--- src/rtl/branch_predictor.sv ---
`default_nettype none
// ============================================================================
// Module      : branch_predictor
// Description : Dynamic branch predictor. A direct-mapped branch target
//               buffer is looked up combinationally with the IF-stage PC and
//               yields the next fetch PC. Resolved branches train the table
//               through per-entry saturating counters. Two performance
//               counters track resolved branches and mispredictions.
// Ports       : clk_i, rst_i        - clock, synchronous active-high reset
//               pc_i                - fetch PC to look up
//               hit_o, pred_taken_o - lookup hit / predicted-taken flag
//               pred_pc_o           - predicted next fetch PC
//               upd_*_i             - branch resolution update
//               cnt_branch_o        - resolved branches since reset
//               cnt_mispred_o       - mispredictions since reset
// Revision    : 1.0 - initial release
// ============================================================================
module branch_predictor #(
  parameter int ENTRIES = 16,
  parameter int PC_W    = 32,
  parameter int CTR_W   = 2,
  parameter int CNT_W   = 32
) (
  input  logic             clk_i,
  input  logic             rst_i,
  input  logic [PC_W-1:0]  pc_i,
  output logic             hit_o,
  output logic             pred_taken_o,
  output logic [PC_W-1:0]  pred_pc_o,
  input  logic             upd_valid_i,
  input  logic [PC_W-1:0]  upd_pc_i,
  input  logic             upd_taken_i,
  input  logic [PC_W-1:0]  upd_target_i,
  input  logic             upd_mispred_i,
  output logic [CNT_W-1:0] cnt_branch_o,
  output logic [CNT_W-1:0] cnt_mispred_o
);

  localparam int IDX_W = $clog2(ENTRIES);
  localparam int TAG_W = PC_W - IDX_W - 2;

  // Counter encodings: weakly taken = MSB set only, weakly not-taken = its
  // bitwise complement, saturation limit = all ones.
  localparam logic [CTR_W-1:0] c_WEAK_TAKEN     = {1'b1, {(CTR_W-1){1'b0}}};
  localparam logic [CTR_W-1:0] c_WEAK_NOT_TAKEN = ~c_WEAK_TAKEN;
  localparam logic [CTR_W-1:0] c_CTR_MAX        = '1;

  logic [ENTRIES-1:0] r_valid;
  logic [TAG_W-1:0]   r_tag    [ENTRIES];
  logic [PC_W-1:0]    r_target [ENTRIES];
  logic [CTR_W-1:0]   r_ctr    [ENTRIES];
  logic [CNT_W-1:0]   r_cnt_branch;
  logic [CNT_W-1:0]   r_cnt_mispred;

  // Lookup side
  logic [IDX_W-1:0] w_idx;
  logic [TAG_W-1:0] w_tag;
  logic             w_hit;
  logic             w_taken;

  assign w_idx   = pc_i[IDX_W+1:2];
  assign w_tag   = pc_i[PC_W-1:IDX_W+2];
  assign w_hit   = r_valid[w_idx] && (r_tag[w_idx] == w_tag);
  assign w_taken = w_hit && r_ctr[w_idx][CTR_W-1];

  assign hit_o        = w_hit;
  assign pred_taken_o = w_taken;
  // Fall-through wraps naturally at the top of the address space.
  assign pred_pc_o    = w_taken ? r_target[w_idx] : (pc_i + PC_W'(4));

  // Update side
  logic [IDX_W-1:0] w_uidx;
  logic [TAG_W-1:0] w_utag;
  logic             w_uhit;

  assign w_uidx = upd_pc_i[IDX_W+1:2];
  assign w_utag = upd_pc_i[PC_W-1:IDX_W+2];
  assign w_uhit = r_valid[w_uidx] && (r_tag[w_uidx] == w_utag);

  // Byte-offset bits of the PCs carry no information for the table.
  logic w_unused;
  assign w_unused = &{1'b0, pc_i[1:0], upd_pc_i[1:0]};

  always_ff @(posedge clk_i) begin
    if (rst_i) begin
      r_valid       <= '0;
      r_cnt_branch  <= '0;
      r_cnt_mispred <= '0;
      for (int i = 0; i < ENTRIES; i++) begin
        r_tag[i]    <= '0;
        r_target[i] <= '0;
        r_ctr[i]    <= c_WEAK_NOT_TAKEN;
      end
    end else if (upd_valid_i) begin
      r_cnt_branch <= r_cnt_branch + CNT_W'(1);
      if (upd_mispred_i) begin
        r_cnt_mispred <= r_cnt_mispred + CNT_W'(1);
      end
      if (w_uhit) begin
        if (upd_taken_i) begin
          if (r_ctr[w_uidx] != c_CTR_MAX) begin
            r_ctr[w_uidx] <= r_ctr[w_uidx] + CTR_W'(1);
          end
          r_target[w_uidx] <= upd_target_i;
        end else if (r_ctr[w_uidx] != '0) begin
          r_ctr[w_uidx] <= r_ctr[w_uidx] - CTR_W'(1);
        end
      end else if (upd_taken_i) begin
        // Taken miss allocates, evicting whatever aliased into this slot.
        r_valid[w_uidx]  <= 1'b1;
        r_tag[w_uidx]    <= w_utag;
        r_target[w_uidx] <= upd_target_i;
        r_ctr[w_uidx]    <= c_WEAK_TAKEN;
      end
    end
  end

  assign cnt_branch_o  = r_cnt_branch;
  assign cnt_mispred_o = r_cnt_mispred;

endmodule
`default_nettype wire
--- config.mk ---
export PLATFORM = sky130hd
export DESIGN_NAME = branch_predictor
export DESIGN_NICKNAME = d
export VERILOG_FILES = /design/src/rtl/branch_predictor.sv
export SDC_FILE = /design/constraint.sdc
export NUM_CORES = 2
export LEC_CHECK = 0
export ABC_AREA = 1
export CELL_PAD_IN_SITES_DETAIL_PLACEMENT = 0
export CELL_PAD_IN_SITES_GLOBAL_PLACEMENT = 1
export CORE_UTILIZATION = 49
export CTS_BUF_LIST = sky130_fd_sc_hd__clkbuf_8
export DETAILED_ROUTE_END_ITERATION = 7
export PLACE_DENSITY = 0.89
export SETUP_SLACK_MARGIN = 0.4
export SYNTH_ARGS = -nofsm -noshare
export SYNTH_HDL_FRONTEND = slang
export SYNTH_SLANG_ARGS = --single-unit
--- constraint.sdc ---
create_clock -name clk_i -period 4.7 [get_ports clk_i]
set_input_delay 0.705 -clock clk_i [delete_from_list [all_inputs] [get_ports clk_i]]
set_output_delay 0.705 -clock clk_i [all_outputs]
set_load 0.005 [all_outputs]
==> summary.txt <==
Pwr
  • Switching power: 5.987 mW
  • VDD IR max: roughly 0.00021 V
  • Lkg Pwr: around 25 nW
  • Sw frac: between 20% and 30%
  • Comb power frac: about 13%
  • Power Dens Cells: between 300 and 400 nW/µm²
  • Register share of total power: roughly 50%
  • Total design power: 21.33 mW
  • Clk pwr share: a little under two fifths
  • Internal power: between 15 and 20 mW

Logic synthesis
  • Cell variety after synth: 49
  • Register area share after synthesis: between 50% and 60%
  • Simple-Gate Fraction of Synth Area: 23.47%
  • Post-synth EDFFs: 960
  • YS warnings: 0
  • Largest family of logic cells by synthesized area: simple AND/OR/NAND/NOR gates
  • Async set or reset register ratio after synthesis: 0%
  • Post-Synth Adder-Cell Area: 0.07147%
  • Syn avg cell area: approximately 8.6 µm²
  • Mapped Nets: roughly 6200
  • Multiplexer area fraction after synthesis: 0%
  • Flops & latches, synth: around 1000
  • Main synth FF type: edfxtp_1
  • Cell count after synthesis: approximately 6100
  • Post-synthesis xor/xnor area fraction: 0.6838%
  • Post-Syn Area: approximately 53000 µm²
  • Compound-Gate Fraction of Synth Area: a little under an eighth

Layout
  • Layout fillers: a little over 9000
  • Commonest non-fill, non-tap cell in the layout: nor2_1
  • Layout cell share with drive strength beyond 1: approximately an eighth
  • Sequential cell area: 30430 µm²
  • Area of the multi-input gates: about 19000 µm²
  • Final net count: 6441
  • Most frequent cells in the layout: nor2_1, nand2_1, edfxtp_1
  • Final core occ: approximately 58%
  • Syn-to-layout area delta: 17.64%

Clock network
  • Clk sinks: about 1000
  • Clock Path Buffers: 3
  • CTS tree: yes
  • Hold_buf cts: 0
  • Clk root buf: clkbuf_8
  • Worst skew pair latency: around 900 ps
  • Clk slew on worst S/H paths: about 70 ps
  • # H-tree levels: 4
  • Num CTS Buffers: 174

STA
  • Worst-Margin Slew: approximately 1200 ps
  • Slew Viols, Final: 0
  • Final Hold Fails: 0
  • Unrepaired setup endpoints after global routing: yes
  • Max frequency: 0.2349 GHz
  • Time the worst path needs with I/O delays and setup: roughly 4300 ps
  • Setup tns final: 0 ps
  • Final Skew: between 40 and 50 ps
  • Worst setup margin: 442.9 ps
  • Worst slew margin: between 10% and 20%
  • Final period util: slightly above 90%
  • Setup violations, final: 0

Worst setup path
  • Crit. End Element: output pin
  • Crit Path Category: input port to output pin
  • CP max FO: 9
  • CP Data Required Time: about 4000 ps
  • Worst setup SP type: input port
  • Critical Path AT: approximately 3600 ps

Floorplan
  • Die span in x: about 330 µm
  • Initial Util: ~50%
  • Vert. Die Dim: between 300 and 400 µm
  • DIE AREA: 108500 µm²
  • CORE AREA: 105700 µm²
  • Num rows: roughly 120
  • Num ports: roughly 200

Place
  • I/O Buffers: ~200
  • Setup Slack @ Placement: -196.2 ps
  • GPL Wtd Cong: slightly above 0.9
  • Hpwl dp: about 110 mm

Detailed routing
  • Detail Route Antenna Nets: 0
  • DRT Wirelength: ~190 mm
  • Drc violations: 6
  • 1st-iter DRT viols: between 6000 and 7000
  • Via/cell ratio: roughly 6
  • TritonRoute pass-1 iters: 8
  • Vias: ~47000
  • Routed len/inst: between 20 and 25 µm

Worst hold path
  • Hold Path Class: flip-flop to flip-flop

Run
  • Max cap viols: 0

Global route
  • Grt ovf: 0
  • Largest net degree at the start of global routing: between 100 and 150
  • GRT Overall Usage: around a third
  • Vias in the first global route: ~44000
  • First-pass GRT wire length: roughly 270 mm
  • Antenna violations before repair: 2

Run status
  • Failing checks: design-rule violations
  • Status: finished, violations left
-- worst paths after layout --
kind	from	endpoint	slack, ps	depth (start not counted)
min reg2reg	r_valid[7]$_SDFFE_PP0P_	r_valid[7]$_SDFFE_PP0P_	470	2
max	pc_i[5]	pred_pc_o[4]	440	22
max reg2reg	r_tag[6][3]$_SDFFCE_PN0P_	r_tag[3][11]$_SDFFCE_PN0P_	1310	19
min	r_valid[7]$_SDFFE_PP0P_	r_valid[7]$_SDFFE_PP0P_	470	2
-- final cells by class --
cell class | count | area share, %
timing repair inverter | 3 | 0.05063
tap | 1391 | 2.817
inverter | 359 | 2.262
clock buffer | 182 | 4.055
clock inverter | 134 | 1.347
timing repair buffer | 503 | 8.879
antenna | 4 | 0.01620
multi-input combinational | 4256 | 31.32
sequential | 1040 | 49.25
-- stage by stage --
| stage | instance area (µm²) | cells | hold WS [ps] |
|---|---|---|---|
| finish | 61780 | 7872 | 472.0 |
| global route | 61770 | 7870 | 495.4 |
| CTS | 61110 | 7845 | 465.6 |
| detailed placement | 57130 | 7495 | 454.1 |
| global placement | 57130 | 7495 | 451.0 |
| floorplan | 52520 | 6091 | 441.4 |
-- critical path, stage by stage --
cell and delay [ps]:
clkdlybuf4s15_1 190, buf_6 160, buf_6 130, inv_6 40
nor2_4 120, buf_6 150, buf_12 140, buf_4 120
nand2_1 60, nand2_2 150, inv_2 70, nand3_2 80
nand2_1 70, nor2_2 120, nand4_1 140, nor2_4 160
nand3_4 130, buf_12 160, buf_16 160, o21ai_0 120
nand2_1 80, dlygate4sd2_1 280
-- synthesized netlist by cell type, types with 5 or more instances --
library cell / instances / area (µm²)
nand2_4: 10 / 112.6
nand2_1: 1280 / 4805
dfxtp_1: 80 / 1602
nor2_1: 1487 / 5582
nand4_1: 36 / 225.2
nand2_2: 7 / 43.79
a32o_1: 7 / 70.07
o21ai_1: 37 / 185.2
nor4_1: 12 / 75.07
buf_1: 15 / 56.30
buf_4: 39 / 292.8
o211ai_1: 55 / 412.9
nand3_1: 217 / 1086
a22oi_1: 9 / 67.56
clkbuf_1: 272 / 1021
buf_2: 105 / 525.5
o21ai_0: 639 / 3198
edfxtp_1: 960 / 28830
o22ai_1: 89 / 556.8
inv_2: 5 / 18.77
nor3_1: 39 / 195.2
clkinv_1: 27 / 101.4
a21oi_1: 192 / 960.9
a221oi_1: 12 / 105.1
o221ai_1: 43 / 376.6
xor2_1: 37 / 324.1
inv_1: 325 / 1220
o21a_1: 5 / 37.54
a31oi_1: 6 / 37.54
-- registers in the layout, indices dropped and copies added (netlist names) --
register       flops
r_ctr             32
r_tag            416
r_valid           16
cnt_branch_o      32
cnt_mispred_o     32
r_target         512
-- metal layers --
layer,share of wire (%),global-route usage [%],up-vias
met5,0,0,-
met4,5.6,19.04,0
met3,12,7.244,578
met2,46,53.24,3080
met1,36,43.08,22213
li1,-,-,20944
-- cell families after synthesis --
family	Yosys count
simple gates	3114
fa+ha+maj	3
buf+inv	795
flops	1040
compound gates	1098
xor+xnor	41
-- power groups by stage --
stage | sequential [mW] | combinational (mW) | clock, mW
after floorplan | 10.8 | 1.39 | 0
after global placement | 10.9 | 2.45 | 0
after detailed placement | 10.9 | 2.48 | 0
after CTS | 10.7 | 2.55 | 8.00
after global routing | 10.7 | 2.86 | 8.36
final | 10.7 | 2.69 | 7.94
-- what timing repair did --
item / 4_1_cts / 5_1_grt
setup buffers: 28 / 16
resized for setup: 118 / 150
pin swaps: 17 / 52
endpoints found under the setup margin: 34 / 34
cloned: 6 / 7
(Power assumes the default switching activity.)
